[config.mk]
export PLATFORM = sky130hd
export DESIGN_NAME = nonce_sched_flat
export DESIGN_NICKNAME = d
export VERILOG_FILES = /design/src/rtl/nonce_sched_if.sv /design/src/rtl/nonce_sched.sv /design/src/flat_wrapper.sv
export SDC_FILE = /design/constraint.sdc
export NUM_CORES = 1
export LEC_CHECK = 0
export ABC_CLOCK_PERIOD_IN_PS = 5190
export CORE_ASPECT_RATIO = 1.75
export CORE_UTILIZATION = 40
export CTS_BUF_LIST = sky130_fd_sc_hd__clkbuf_4 sky130_fd_sc_hd__clkbuf_8
export CTS_CLUSTER_DIAMETER = 200
export DETAILED_ROUTE_END_ITERATION = 8
export PLACE_DENSITY = 0.78
export SETUP_SLACK_MARGIN = 0.02
export SLEW_MARGIN = 15
export SYNTH_ARGS = -nofsm -noshare
export SYNTH_HDL_FRONTEND = slang
export SYNTH_SLANG_ARGS = --single-unit
export TNS_END_PERCENT = 1
[constraint.sdc]
create_clock -name clk -period 5.19 [get_ports clk]
set_clock_uncertainty 0.2 [all_clocks]
set_input_delay 0.7785 -clock clk [delete_from_list [all_inputs] [get_ports clk]]
set_output_delay 0.7785 -clock clk [all_outputs]
set_load 0.02 [all_outputs]
[src/rtl/nonce_sched_if.sv]
// nonce_sched_if: bundle of every non-clock signal of the nonce scheduler.
//   job_*   : job request handshake (environment -> scheduler)
//   abort   : stop the current job
//   hash_*  : nonce issue into the Blake2b pipeline, with back-pressure
//   cmp_*   : target/valid out to the comparator, hit and nonce back
//   busy    : job in progress
//   res_*   : result handshake (scheduler -> environment)
// Modports: slave = scheduler side, master = environment side.
interface nonce_sched_if;
  logic        job_valid;
  logic        job_ready;
  logic [31:0] job_nonce_start;
  logic [31:0] job_nonce_end;
  logic [63:0] job_target;
  logic        abort;
  logic        hash_stall;
  logic        hash_issue;
  logic [63:0] hash_m04;
  logic        cmp_valid;
  logic [63:0] cmp_target;
  logic        cmp_found;
  logic [31:0] cmp_nonce;
  logic        busy;
  logic        res_valid;
  logic        res_found;
  logic        res_aborted;
  logic [31:0] res_nonce;
  logic        res_ready;

  modport slave (
    input  job_valid, job_nonce_start, job_nonce_end, job_target, abort,
           hash_stall, cmp_found, cmp_nonce, res_ready,
    output job_ready, hash_issue, hash_m04, cmp_valid, cmp_target, busy,
           res_valid, res_found, res_aborted, res_nonce
  );

  modport master (
    output job_valid, job_nonce_start, job_nonce_end, job_target, abort,
           hash_stall, cmp_found, cmp_nonce, res_ready,
    input  job_ready, hash_issue, hash_m04, cmp_valid, cmp_target, busy,
           res_valid, res_found, res_aborted, res_nonce
  );
endinterface

[src/rtl/nonce_sched.sv]
// nonce_sched: job-level controller for the Blake2b nonce search.
// Accepts a nonce range plus target, issues one nonce per cycle into the
// hash pipeline, stops on first hit / range end / abort, drains in-flight
// hashes so no stale hit reaches the next job, then presents the result.
// Ports:
//   clk : clock
//   rst : asynchronous, active-high reset
//   bus : nonce_sched_if.slave (job, hash, comparator and result signals)
// Parameters:
//   PIPE_LAT : cycles from hash_issue to result valid at the comparator
//   DRAIN_W  : drain counter width, must hold PIPE_LAT+2
module nonce_sched #(
  parameter int PIPE_LAT = 96,
  parameter int DRAIN_W  = 8
) (
  input  logic          clk,
  input  logic          rst,
  nonce_sched_if.slave  bus
);

  typedef enum logic [1:0] {IDLE, ISSUE, DRAIN, REPORT} state_t;

  // Pipeline latency plus the comparator register plus one guard cycle.
  localparam logic [DRAIN_W-1:0] DRAIN_LOAD = DRAIN_W'(PIPE_LAT + 2);

  state_t               state_q, state_d;
  logic [31:0]          nonce_q, nonce_d;
  logic [31:0]          end_q, end_d;
  logic [63:0]          target_q, target_d;
  logic [DRAIN_W-1:0]   drain_q, drain_d;
  logic                 found_q, found_d;
  logic                 aborted_q, aborted_d;
  logic [31:0]          rnonce_q, rnonce_d;
  logic                 issue;

  // A hit or an abort suppresses the issue in the same cycle.
  assign issue = (state_q == ISSUE) & ~bus.hash_stall & ~bus.abort & ~bus.cmp_found;

  // NOTE: every register, including the datapath ones, is cleared by rst so
  // a reset mid-job leaves no stale target or result visible on the outputs.
  // NOTE: sequential state uses non-blocking assignments only, so all
  // registers update together from the values computed in always_comb.
  always_ff @(posedge clk or posedge rst) begin
    if (rst) begin
      state_q   <= IDLE;
      nonce_q   <= '0;
      end_q     <= '0;
      target_q  <= '0;
      drain_q   <= '0;
      found_q   <= 1'b0;
      aborted_q <= 1'b0;
      rnonce_q  <= '0;
    end else begin
      state_q   <= state_d;
      nonce_q   <= nonce_d;
      end_q     <= end_d;
      target_q  <= target_d;
      drain_q   <= drain_d;
      found_q   <= found_d;
      aborted_q <= aborted_d;
      rnonce_q  <= rnonce_d;
    end
  end

  // NOTE: every signal written here gets a hold default first; a path that
  // leaves one unassigned would infer a latch.
  always_comb begin
    state_d   = state_q;
    nonce_d   = nonce_q;
    end_d     = end_q;
    target_d  = target_q;
    drain_d   = drain_q;
    found_d   = found_q;
    aborted_d = aborted_q;
    rnonce_d  = rnonce_q;

    unique case (state_q)
      IDLE: begin
        if (bus.job_valid) begin
          nonce_d   = bus.job_nonce_start;
          end_d     = bus.job_nonce_end;
          target_d  = bus.job_target;
          found_d   = 1'b0;
          aborted_d = 1'b0;
          rnonce_d  = '0;
          state_d   = ISSUE;
        end
      end

      ISSUE: begin
        if (bus.cmp_found || bus.abort) begin
          // A simultaneous hit and abort records both.
          if (bus.cmp_found) begin
            found_d  = 1'b1;
            rnonce_d = bus.cmp_nonce;
          end
          if (bus.abort) aborted_d = 1'b1;
          drain_d = DRAIN_LOAD;
          state_d = DRAIN;
        end else if (issue) begin
          nonce_d = nonce_q + 32'd1;  // wraps, so start > end is a wrapping range
          if (nonce_q == end_q) begin
            drain_d = DRAIN_LOAD;
            state_d = DRAIN;
          end
        end
      end

      DRAIN: begin
        drain_d = drain_q - DRAIN_W'(1);
        // First hit wins; hits from later in-flight nonces are discarded.
        if (bus.cmp_found && !found_q) begin
          found_d  = 1'b1;
          rnonce_d = bus.cmp_nonce;
        end
        if (bus.abort) aborted_d = 1'b1;
        if (drain_q <= DRAIN_W'(1)) state_d = REPORT;
      end

      REPORT: begin
        if (bus.res_ready) state_d = IDLE;
      end

      default: state_d = IDLE;
    endcase
  end

  assign bus.job_ready   = (state_q == IDLE);
  assign bus.busy        = (state_q == ISSUE) | (state_q == DRAIN);
  assign bus.cmp_valid   = (state_q == ISSUE) | (state_q == DRAIN);
  assign bus.cmp_target  = target_q;
  assign bus.hash_issue  = issue;
  assign bus.hash_m04    = {32'h0, nonce_q[7:0], nonce_q[15:8], nonce_q[23:16], nonce_q[31:24]};
  assign bus.res_valid   = (state_q == REPORT);
  assign bus.res_found   = found_q;
  assign bus.res_aborted = aborted_q;
  assign bus.res_nonce   = rnonce_q;

endmodule

[src/flat_wrapper.sv]
// flat-port wrapper written by rule: the top's interface ports become plain ports
module nonce_sched_flat 
#(
  parameter int PIPE_LAT = 96,
  parameter int DRAIN_W  = 8
)
  (clk, rst, bus_job_valid, bus_job_nonce_start, bus_job_nonce_end, bus_job_target, bus_abort, bus_hash_stall, bus_cmp_found, bus_cmp_nonce, bus_res_ready, bus_job_ready, bus_hash_issue, bus_hash_m04, bus_cmp_valid, bus_cmp_target, bus_busy, bus_res_valid, bus_res_found, bus_res_aborted, bus_res_nonce);
  nonce_sched_if bus_i ();
  input  logic clk;
  input  logic rst;
  input wire logic [$bits(bus_i.job_valid)-1:0] bus_job_valid;
  input wire logic [$bits(bus_i.job_nonce_start)-1:0] bus_job_nonce_start;
  input wire logic [$bits(bus_i.job_nonce_end)-1:0] bus_job_nonce_end;
  input wire logic [$bits(bus_i.job_target)-1:0] bus_job_target;
  input wire logic [$bits(bus_i.abort)-1:0] bus_abort;
  input wire logic [$bits(bus_i.hash_stall)-1:0] bus_hash_stall;
  input wire logic [$bits(bus_i.cmp_found)-1:0] bus_cmp_found;
  input wire logic [$bits(bus_i.cmp_nonce)-1:0] bus_cmp_nonce;
  input wire logic [$bits(bus_i.res_ready)-1:0] bus_res_ready;
  output wire logic [$bits(bus_i.job_ready)-1:0] bus_job_ready;
  output wire logic [$bits(bus_i.hash_issue)-1:0] bus_hash_issue;
  output wire logic [$bits(bus_i.hash_m04)-1:0] bus_hash_m04;
  output wire logic [$bits(bus_i.cmp_valid)-1:0] bus_cmp_valid;
  output wire logic [$bits(bus_i.cmp_target)-1:0] bus_cmp_target;
  output wire logic [$bits(bus_i.busy)-1:0] bus_busy;
  output wire logic [$bits(bus_i.res_valid)-1:0] bus_res_valid;
  output wire logic [$bits(bus_i.res_found)-1:0] bus_res_found;
  output wire logic [$bits(bus_i.res_aborted)-1:0] bus_res_aborted;
  output wire logic [$bits(bus_i.res_nonce)-1:0] bus_res_nonce;
  assign bus_i.job_valid = bus_job_valid;
  assign bus_i.job_nonce_start = bus_job_nonce_start;
  assign bus_i.job_nonce_end = bus_job_nonce_end;
  assign bus_i.job_target = bus_job_target;
  assign bus_i.abort = bus_abort;
  assign bus_i.hash_stall = bus_hash_stall;
  assign bus_i.cmp_found = bus_cmp_found;
  assign bus_i.cmp_nonce = bus_cmp_nonce;
  assign bus_i.res_ready = bus_res_ready;
  assign bus_job_ready = bus_i.job_ready;
  assign bus_hash_issue = bus_i.hash_issue;
  assign bus_hash_m04 = bus_i.hash_m04;
  assign bus_cmp_valid = bus_i.cmp_valid;
  assign bus_cmp_target = bus_i.cmp_target;
  assign bus_busy = bus_i.busy;
  assign bus_res_valid = bus_i.res_valid;
  assign bus_res_found = bus_i.res_found;
  assign bus_res_aborted = bus_i.res_aborted;
  assign bus_res_nonce = bus_i.res_nonce;
  nonce_sched #(.PIPE_LAT(PIPE_LAT), .DRAIN_W(DRAIN_W)) u_core (.clk(clk), .rst(rst), .bus(bus_i));
endmodule
# Word-level counts from Yosys, hierarchy flattened
# Index checks and enable logic that the tools add are counted.
# W data, S select, Z words.
[word_totals]
ff_bits = 172
inputBits = 167
out_inout_bits = 167
wordCells = 73
[op_classes]
addsub = 2
magnitude_cmp = 1
eq_ne = 14
mux = 28
bitwise = 7
reduce_logical = 13
[op_table]
columns = ["operator", "count"]
rows = [
  ["$mux W32", 7],
  ["$pmux W32 S3", 1],
  ["$pmux W32 S2", 1],
  ["$add A32 B1 Y32 const B", 1],
  ["$eq A32 B32 Y1", 1],
  ["$mux W8", 3],
  ["$pmux W8 S2", 1],
  ["$mux W2", 6],
  ["$ne A2 B2 Y1 const B", 6],
  ["$reduce_and A5 Y1", 2],
  ["$le A8 B1 Y1 const B", 1],
  ["$pmux W2 S4", 1],
  ["$sub A8 B1 Y8 const B", 1],
  ["$mux W1", 6],
  ["$ne A3 B3 Y1 const B", 2],
  ["$pmux W1 S3", 2],
  ["$reduce_and A3 Y1", 2],
  ["$eq A2 B2 Y1 const B", 2],
  ["$ne A2 B1 Y1 const B", 2],
  ["$reduce_and A4 Y1", 1],
  ["$reduce_bool A2 Y1", 2],
  ["$and A1 B1 Y1", 3],
  ["$not A1 Y1", 3],
  ["$reduce_bool A3 Y1", 1],
  ["7 further kinds", 7],
]

# Depth between registers and ports, before layout
# Gate-level depths: netlist of run 1.
[logic_depth]
depth_word = 7
depth_mapped = 9
mapped_depth_nobuf = 8

# Least setup slack after synthesis of run 1
# No wires, ideal clock.
[synth_path]
kind = "input to register"
start = "in bus_cmp_found"
end = "reg u_core.nonce_q[10]"
setup_ns = 0.137
arrival_time_ns = 2.472
required_time_ns = 4.853
setup_slack_ns = 2.381
cell_stages = 6
n_path_buf = 2
cell_sequence = "or3b_2 > nor2_1 > o21ba_2 > clkbuf_1 > clkbuf_1 > a21oi_1"
[synth_via]
elab_chain_cells = 4
elab_cells_between_ends = 6
classes_between = "eq/ne: 2; bitwise: 2; reduce/logical: 2"
[synth_rtl]
columns = ["element", "line_no", "rtl"]
rows = [
  ["start, declared", "flat_wrapper.sv:17", "input wire logic [$bits(bus_i.cmp_found)-1:0] bus_cmp_found;"],
  ["$not A1 Y1", "nonce_sched.sv:37", "assign issue = (state_q == ISSUE) & ~bus.hash_stall & ~bus.abort & ~bus.cmp_found;"],
  ["$and A1 B1 Y1", "nonce_sched.sv:37", ""],
  ["net bus_hash_issue", "flat_wrapper.sv:21", "output wire logic [$bits(bus_i.hash_issue)-1:0] bus_hash_issue;"],
  ["$ne A2 B2 Y1 (no line)", "n/a", ""],
  ["$reduce_and A4 Y1 (no line)", "n/a", ""],
  ["end signal, assigned", "nonce_sched.sv:55", "nonce_q <= nonce_d;"],
  ["end, declared", "nonce_sched.sv:27", "logic [31:0] nonce_q, nonce_d;"],
]
# The timed path passes the listed nets, and every way through them passes these cells.
# A chain may end at the register's enable or synchronous reset.

# Final worst setup path of run 1
[layout_path]
start = "in bus_cmp_found"
end = "out bus_hash_issue"
[layout_via]
elab_chain_cells = 2
[layout_rtl]
columns = ["element", "line_no"]
rows = [
  ["$not A1 Y1", "nonce_sched.sv:37"],
  ["$and A1 B1 Y1", "nonce_sched.sv:37"],
  ["end, declared", "flat_wrapper.sv:21"],
]
# No other way between the ends.

==> results.yml, run 1 <==
outcome:
  outcome: "finished, final reports clean"
place:
  postPlaceCellArea_um2: 11240
  io_buffers: 301
  hpwl_um: 17030
  place_congestion: 0.9095
routing:
  routed_via_density: 5.209
  wl_per_cell_um: 17.94
  ant_nets: 0
  wl_um: 23200
  dr.pass1.iters: 5
  drt_iter0_markers: 297
  vias: 6735
  drc_errors: 0
clocking:
  clk_pin_slew_ps: 90
  post-cts-setup-buffer-count: 0
  htree_num_levels: 4
  clk_latency_ps: 460
  cts_buffer_depth: 2
  cts.repair.resized: 0
  cts_tree: "built"
  clock_sinks: 172
  postCtsHoldBufs: 0
  cts_made_buffers: 17
  cts-root-buf: "clkbuf_8"
sta:
  slew_violations: 0
  period_needed_ps: 3699
  rsz0062_at_grt: "no"
  period_share_pct: 71.28
  tightestPinTransition_ps: 1005
  setup_viol: 0
  fmax_mhz: 270.3
  max_slew_margin_pct: 32.98
  finalSetupTns_ps: 0
  hold_viol_final: 0
logic_synthesis:
  seq_area_frac_synth_pct: 53.06
  synth_edf_count: 0
  synth_ff_type: "dfrtp_1"
  syn-cell-area_um2: 8112
  async_flop_share_pct: 100.0
  syn-mean-instance-area_um2: 10.82
  ys_warn_count: 0
  synth_seq_cells: 172
  netlist_instances: 750
  yosysUniqueCellTypes: 55
run:
  timing.max_cap.violations: 0
die:
  coreArea_um2: 19820
  initial_utilization_pct: 40.92
  ios: 334
  die_height_um: 190.4
  row_count: 68
  die_w_um: 109.6
  die_area_um2: 20870
finish:
  final_area_um2: 11650
  area_growth_pct: 43.61
  filler_cell_count: 1668
  mostFrequentLayoutCell: "clkdlybuf4s50_1"
  final_cell_mix: "clkdlybuf4s50_1 (301), dfrtp_1 (172), nand2_1 (108)"
  layout-drive-gt1-share_pct: 14.61
  fin_nets: 1209
setup_path:
  start_kind: "input port"
  criticalPathCategory: "input port to output port"
  cp.required_ps: 4210
  path_max_fanout: 11
  worstPathArrival_ps: 2720
  cp-end-kind: "output port"
worst_hold_path:
  hold_path.class: "flip-flop to flip-flop"
grt:
  grt_pass1_vias: 6714
  antenna_found_initial: 1
  grt_pass1_wl_um: 35590
  grt_util_all_layers_pct: 22.75
  overflow: 0
  grt_max_degree: 173
power_and_ir_drop:
  ir_drop_mv: 0.4932
  power.leakage_nw: 4.825
  power_density_nw_per_um2: 645.3
-- synth_stat cells, types with 2 or more instances --
master     count  area (um2)
a211o_1        2       17.52
a211oi_1       2       15.01
a21oi_1       45       225.2
a22oi_1        2       15.01
a2bb2oi_1     14       122.6
and2_1         6       37.54
and3_1         3       18.77
buf_1          8       30.03
buf_4         33       247.7
clkbuf_1      32       120.1
dfrtp_1      172        4304
ha_1           7       87.58
inv_1         15       56.30
mux2_2        97        1092
mux2i_1        6       60.06
nand2_1      109       409.1
nand3_1       18       90.09
nand4_1        6       37.54
nor2_1        17       63.81
nor2b_1        2       12.51
nor3_1         7       35.03
nor4_1         7       43.79
o211ai_1       3       22.52
o21ai_0       52       260.3
o221ai_1       2       17.52
o22ai_1       19       118.9
o2bb2ai_1      2       17.52
or2_2          2       12.51
or3_1          5       31.28
xnor2_1       14       122.6
xor2_1        17       148.9
-- flip-flops by register name, summed over array words and instances (netlist names) --
register and cells:
u_core.bus.cmp_target 64, u_core.bus.res_aborted 1, u_core.bus.res_found 1, u_core.bus.res_nonce 32
u_core.drain_q 8, u_core.end_q 32, u_core.nonce_q 32, u_core.state_q 2
-- through the flow --
stage	total power, W	utilization [%]	instances	setup slack (ps)	hold slack [ps]
final	0.007516	58.76	1293	1491	286.1
after floorplan	0.004892	-	781	2015	298.0
after global placement	0.006490	56.72	1261	1500	261.2
after CTS	0.007569	58.75	1292	1491	289.6
after global routing	0.007987	58.76	1293	1425	314.5
after detailed placement	0.006589	56.72	1261	1502	269.6
-- final timing paths --
| kind | from | to | slack, ps | cells after the start |
|---|---|---|---|---|
| min in group asynchronous | rst | u_core.bus.cmp_target[40] | 740 | 3 |
| worst min register to register | u_core.bus.res_nonce[9] | u_core.bus.res_nonce[9] | 290 | 2 |
| worst max-delay path | bus_cmp_found | bus_hash_issue | 1490 | 4 |
| worst max register to register | u_core.state_q[1] | u_core.bus.res_nonce[27] | 2070 | 7 |
| worst min-delay path | u_core.bus.res_nonce[9] | u_core.bus.res_nonce[9] | 290 | 2 |
| max in group asynchronous | rst | u_core.bus.res_nonce[17] | 3300 | 3 |
-- area by class of cell --
type | instances | area (um2) | area share, %
antenna | 1 | 2.502 | 0.02148
clock buffer | 24 | 324.1 | 2.782
clock inverter | 7 | 78.83 | 0.6767
inverter | 16 | 63.81 | 0.5478
multi-input combinational | 520 | 3491 | 29.97
sequential | 172 | 4304 | 36.95
tap | 245 | 306.5 | 2.632
timing repair buffer | 308 | 3078 | 26.42
-- report_power, final --
group | switching, W | internal, W
clock | 0.000493 | 0.000465
sequential | 0.000531 | 0.00199
combinational | 0.00211 | 0.00192
total | 0.00314 | 0.00438
-- worst max-delay path, cell delays in order --
cell             delay [ps]
clkdlybuf4s50_1         420
or3b_2                  610
nor2_1                  240
clkdlybuf4s50_1         670
-- metal layers --
layer | global-route usage, % | wire [um] | vias to the layer above
met5 | 0 | 0 | -
met4 | 12.62 | 1039 | 0
met3 | 4.375 | 1188 | 54
met2 | 41.03 | 12670 | 277
met1 | 24.28 | 8293 | 3264
li1 | - | - | 3140
-- logic make-up after synthesis --
group / Yosys count / share of synthesized area, %
XOR/XNOR: 31 / 3.347
flip-flops: 172 / 53.06
AO/OA/AOI/OAI: 156 / 11.63
multiplexers: 104 / 14.39
other: 1 / 0.04623
AND/OR/NAND/NOR: 190 / 10.80
adder cells (fa/ha/maj): 7 / 1.080
buffers and inverters: 89 / 5.646
(Power assumes the default switching activity.)
==> run 2: changes to the inputs <==
--- a/config.mk
+++ b/config.mk
@@ -5,7 +5,7 @@
 export SDC_FILE = /design/constraint.sdc
 export NUM_CORES = 1
 export LEC_CHECK = 0
-export ABC_CLOCK_PERIOD_IN_PS = 5190
+export ABC_CLOCK_PERIOD_IN_PS = 3250
 export CORE_ASPECT_RATIO = 1.75
 export CORE_UTILIZATION = 40
 export CTS_BUF_LIST = sky130_fd_sc_hd__clkbuf_4 sky130_fd_sc_hd__clkbuf_8
==> constraint.sdc (replaced) <==
create_clock -name clk -period 3.25 [get_ports clk]
set_clock_uncertainty 0.2 [all_clocks]
set_input_delay 0.4875 -clock clk [delete_from_list [all_inputs] [get_ports clk]]
set_output_delay 0.4875 -clock clk [all_outputs]
set_load 0.02 [all_outputs]
==> results.yml, run 2 (same netlist as run 1, synthesis figures left out) <==
finish:
  antennaDiodeCount: 0
  finalCoreUtilization_pct: 59.76
  filler_cell_count: 1667
  layout-drive-gt1-share_pct: 15.66
  multi_input_area_um2: 3491
  final_cell_mix: "clkdlybuf4s50_1 (300), dfrtp_1 (172), nand2_1 (108)"
  mostFrequentLayoutCell: "clkdlybuf4s50_1"
  fin_nets: 1221
  final_area_um2: 11850
  area_growth_pct: 46.06
  regArea_um2: 4304
  largest_reg_flops: 64
routing:
  drt_iter0_markers: 319
  ant_nets: 0
  routed_via_density: 5.218
  vias: 6810
  drc_errors: 0
  wl_per_cell_um: 18.06
  wl_um: 23570
  dr.pass1.iters: 4
power_and_ir_drop:
  ir_drop_mv: 0.5945
  power_density_nw_per_um2: 1042
  p_total_w: 0.01235
  power.leakage_nw: 4.941
die:
  ios: 334
  die_w_um: 109.6
  row_count: 68
  initial_utilization_pct: 40.92
  coreArea_um2: 19820
  die_height_um: 190.4
  die_area_um2: 20870
clocking:
  htree_num_levels: 4
  postCtsHoldBufs: 0
  clock_sinks: 172
  cts-root-buf: "clkbuf_8"
  cts_tree: "built"
  cts_buffer_depth: 2
  cts.repair.resized: 0
  post-cts-setup-buffer-count: 0
  cts_made_buffers: 17
  clk_pin_slew_ps: 90
  clk_latency_ps: 470
setup_path:
  criticalPathCategory: "flip-flop to output port"
  worstPathArrival_ps: 2240
  path_max_fanout: 14
  critPathSlowestCell: "clkdlybuf4s50_1"
  critPathBufInv: 2
  crit_family: "buffers and inverters"
  start_kind: "flip-flop"
  slowest_delay_ps: 700
  cp.required_ps: 2560
  path_cells: "inv_1 > ha_1 > clkdlybuf4s50_1"
  cp-end-kind: "output port"
worst_hold_path:
  hold_path.class: "input port to async pin"
sta:
  slew_violations: 0
  setup_viol: 0
  max_slew_margin_pct: 46.66
  period_needed_ps: 2930
  fmax_mhz: 341.3
  tightestPinTransition_ps: 800.1
  hold_viol_final: 0
  finalSetupTns_ps: 0
  period_share_pct: 90.14
  rsz0062_at_grt: "no"
grt:
  antenna_found_initial: 0
  grt_util_all_layers_pct: 23.04
  grt_pass1_wl_um: 35820
  overflow: 0
  grt_max_degree: 85
  grt_pass1_vias: 6840
place:
  place_congestion: 0.8840
  io_buffers: 301
  hpwl_um: 17710
  postPlaceCellArea_um2: 11380
run:
  timing.max_cap.violations: 0
outcome:
  outcome: "finished, final reports clean"
-- run 2: cell types whose count changed in the layout (fill, tap and decap cells not counted) --
cell / before / now
buf_12: 1 / 5
clkinv_4: 3 / 1
clkbuf_4: 1 / 2
bufinv_16: 1 / 4
dlymetal6s2s_1: 0 / 1
buf_4: 6 / 14
diode_2: 1 / 0
inv_6: 2 / 1
clkdlybuf4s50_1: 301 / 300
clkbuf_8: 23 / 21
clkinvlp_4: 1 / 3
-- run 2: report_power, final --
group          switching (W)  total (W)  internal [W]  leakage (nW)
clock network       0.000792    0.00173      0.000940         0.230
logic                0.00346    0.00663       0.00317          2.66
registers           0.000802    0.00398       0.00318          2.05
total                0.00506     0.0123       0.00729          4.94
-- run 2: routing by layer --
layer	vias up	wire, um	track usage [%]
met4	0	1192	14.26
met5	-	0	0
met1	3288	8188	23.55
met3	68	1413	6.186
met2	305	12770	40.76
li1	3149	-	-
-- run 2: final timing paths --
| kind | startpoint | endpoint | slack [ps] | depth (start not counted) |
|---|---|---|---|---|
| setup / recovery | u_core.state_q[0] | bus_busy | 320 | 3 |
| hold / removal | rst | u_core.bus.cmp_target[41] | 230 | 2 |
| setup reg to reg | u_core.nonce_q[22] | u_core.state_q[1] | 520 | 7 |
| hold reg to reg | u_core.bus.res_nonce[12] | u_core.bus.res_nonce[12] | 280 | 2 |
| max in group asynchronous | rst | u_core.end_q[30] | 1870 | 3 |
| min in group clk | u_core.bus.res_nonce[12] | u_core.bus.res_nonce[12] | 280 | 2 |
-- run 2: metrics by stage --
step,setup WS [ps],instances,hold slack (ps)
detailed placement,270.0,1273,269.2
global placement,292.0,1273,260.4
global route,170.0,1305,238.7
finish,320.3,1305,232.4
CTS,80.23,1305,205.2
floorplan,365.8,781,298.0
-- run 2: cell type report --
class | instances | share of cell area, %
clock buffers | 23 | 2.566
multi-input cells | 520 | 29.46
well taps | 245 | 2.587
flip-flops and latches | 172 | 36.33
clock inverters | 9 | 1.331
inverters | 16 | 0.5386
repair buffers | 320 | 27.18
==> run 3: changes to the inputs <==
--- a/config.mk
+++ b/config.mk
@@ -11,6 +11,7 @@
 export CTS_BUF_LIST = sky130_fd_sc_hd__clkbuf_4 sky130_fd_sc_hd__clkbuf_8
 export CTS_CLUSTER_DIAMETER = 200
 export DETAILED_ROUTE_END_ITERATION = 8
+export MAX_ROUTING_LAYER = met4
 export PLACE_DENSITY = 0.78
 export SETUP_SLACK_MARGIN = 0.02
 export SLEW_MARGIN = 15
==> results.yml, run 3 (same netlist as run 1, synthesis figures left out) <==
outcome:
  outcome: "finished, final reports clean"
finish:
  layout-drive-gt1-share_pct: 15.66
  filler_cell_count: 1667
  finalNonFillerCells: 1305
  final_area_um2: 11850
  antennaDiodeCount: 0
  largest_reg_flops: 64
  mostFrequentLayoutCell: "clkdlybuf4s50_1"
  area_growth_pct: 46.06
  fin_nets: 1221
  final_cell_mix: "clkdlybuf4s50_1 (300), dfrtp_1 (172), nand2_1 (108)"
setup_path:
  r2r_end: "u_core.state_q[1]"
  crit_family: "buffers and inverters"
  path_cells: "inv_1 > ha_1 > clkdlybuf4s50_1"
  criticalPathCategory: "flip-flop to output port"
  rrSetupSlack_ps: 520
  cp.depth: 3
  cp-end-kind: "output port"
  r2r-start: "u_core.nonce_q[22]"
  worstSetupEndpoint: "bus_busy"
  path_max_fanout: 14
  critPathSlowestCell: "clkdlybuf4s50_1"
  slowest_delay_ps: 710
  worstPathArrival_ps: 2250
  critPathBufInv: 2
  start_kind: "flip-flop"
  critical_path.startpoint: "u_core.state_q[0]"
  cp.required_ps: 2560
  reg2reg_depth: 7
power_and_ir_drop:
  ir_drop_mv: 0.5929
  power.leakage_nw: 4.941
  pwr-share-seq_pct: 32.2
  p_total_w: 0.01235
  power.switching_w: 0.005056
  switching_share_pct: 40.96
  power_frac_comb_pct: 53.7
  pwr-share-clk_pct: 14.0
  power_density_nw_per_um2: 1042
  p_int_w: 0.007290
worst_hold_path:
  hold_path.class: "input port to async pin"
routing:
  wl_per_cell_um: 18.05
  routed_via_density: 5.216
  drt_iter0_markers: 331
  dr.pass1.iters: 5
  ant_nets: 0
  wl_um: 23550
  vias: 6807
  drc_errors: 0
clocking:
  clock_sinks: 172
  cts_made_buffers: 17
  htree_num_levels: 4
  clk_pin_slew_ps: 90
  clk_latency_ps: 470
  cts_tree: "built"
  cts_buffer_depth: 2
  cts-root-buf: "clkbuf_8"
die:
  ios: 334
  initial_utilization_pct: 40.92
  die_area_um2: 20870
  row_count: 68
  coreArea_um2: 19820
  die_height_um: 190.4
  die_w_um: 109.6
sta:
  slew_violations: 0
  setup_viol: 0
  max_slew_margin_pct: 47.51
  hold_viol_final: 0
  tightestPinTransition_ps: 787.4
  fmax_mhz: 340.7
  period_share_pct: 90.30
  rsz0062_at_grt: "no"
  period_needed_ps: 2935
  timing.hold.ws_ps: 229.8
  finalSetupTns_ps: 0
grt:
  grt_max_degree: 85
  grt_pass1_wl_um: 35780
  grt_util_all_layers_pct: 23.69
  overflow: 0
  grt_pass1_vias: 6860
  antenna_found_initial: 0
place:
  place_congestion: 0.8988
  postPlaceCellArea_um2: 11380
  hpwl_um: 17710
  dpl.cell_count: 1273
  io_buffers: 301
run:
  timing.max_cap.violations: 0
[run 3: worst min path at each step]
stage                             startpoint                         to  slack, ps
detailed placement   u_core.bus.res_nonce[8]    u_core.bus.res_nonce[8]        270
finish                                   rst  u_core.bus.cmp_target[41]        230
CTS                                      rst  u_core.bus.cmp_target[40]        210
floorplan                   u_core.end_q[28]           u_core.end_q[28]        300
global placement    u_core.bus.res_nonce[19]   u_core.bus.res_nonce[19]        260
global route                             rst  u_core.bus.cmp_target[41]        240
[run 3: layer usage]
layer	track usage [%]	vias up	part of all wire, %	wire (um)
li1	-	3154	-	-
met1	23.97	3280	35	8187
met2	40.74	304	54	12820
met3	5.366	69	5.8	1376
met4	14.41	0	5.0	1168
met5	-	-	0	0
[run 3: power by group through the flow]
| stage | Sequential, W | Clock (W) | Combinational, W |
|---|---|---|---|
| 3_3_place_gp | 0.00396 | 0 | 0.00651 |
| 3_5_place_dp | 0.00401 | 0 | 0.00664 |
| 4_1_cts | 0.00398 | 0.00178 | 0.00668 |
| 5_1_grt | 0.00411 | 0.00186 | 0.00712 |
| 2_1_floorplan | 0.00481 | 0 | 0.00300 |
| 6_report | 0.00398 | 0.00173 | 0.00663 |
[run 3: cell type report]
type	count	area, um2	share of cell area (%)
flip-flops and latches	172	4304	36.33
multi-input cells	520	3491	29.46
repair buffers	320	3221	27.18
well taps	245	306.5	2.587
clock buffers	23	304.0	2.566
clock inverters	9	157.7	1.331
inverters	16	63.81	0.5386
[run 3: metrics by stage]
step,util (%),setup WS [ps]
4_1_cts,59.75,80.23
3_3_place_gp,57.42,292.0
2_1_floorplan,-,365.8
3_5_place_dp,57.42,270.0
6_report,59.76,315.1
5_1_grt,59.76,175.7
[run 3: timing repair]
action | CTS | global route
endpoints found under the setup margin | 0 | 1
hold buffers | 0 | 0
buffers inserted | 0 | 0
gates resized for setup | 0 | 1
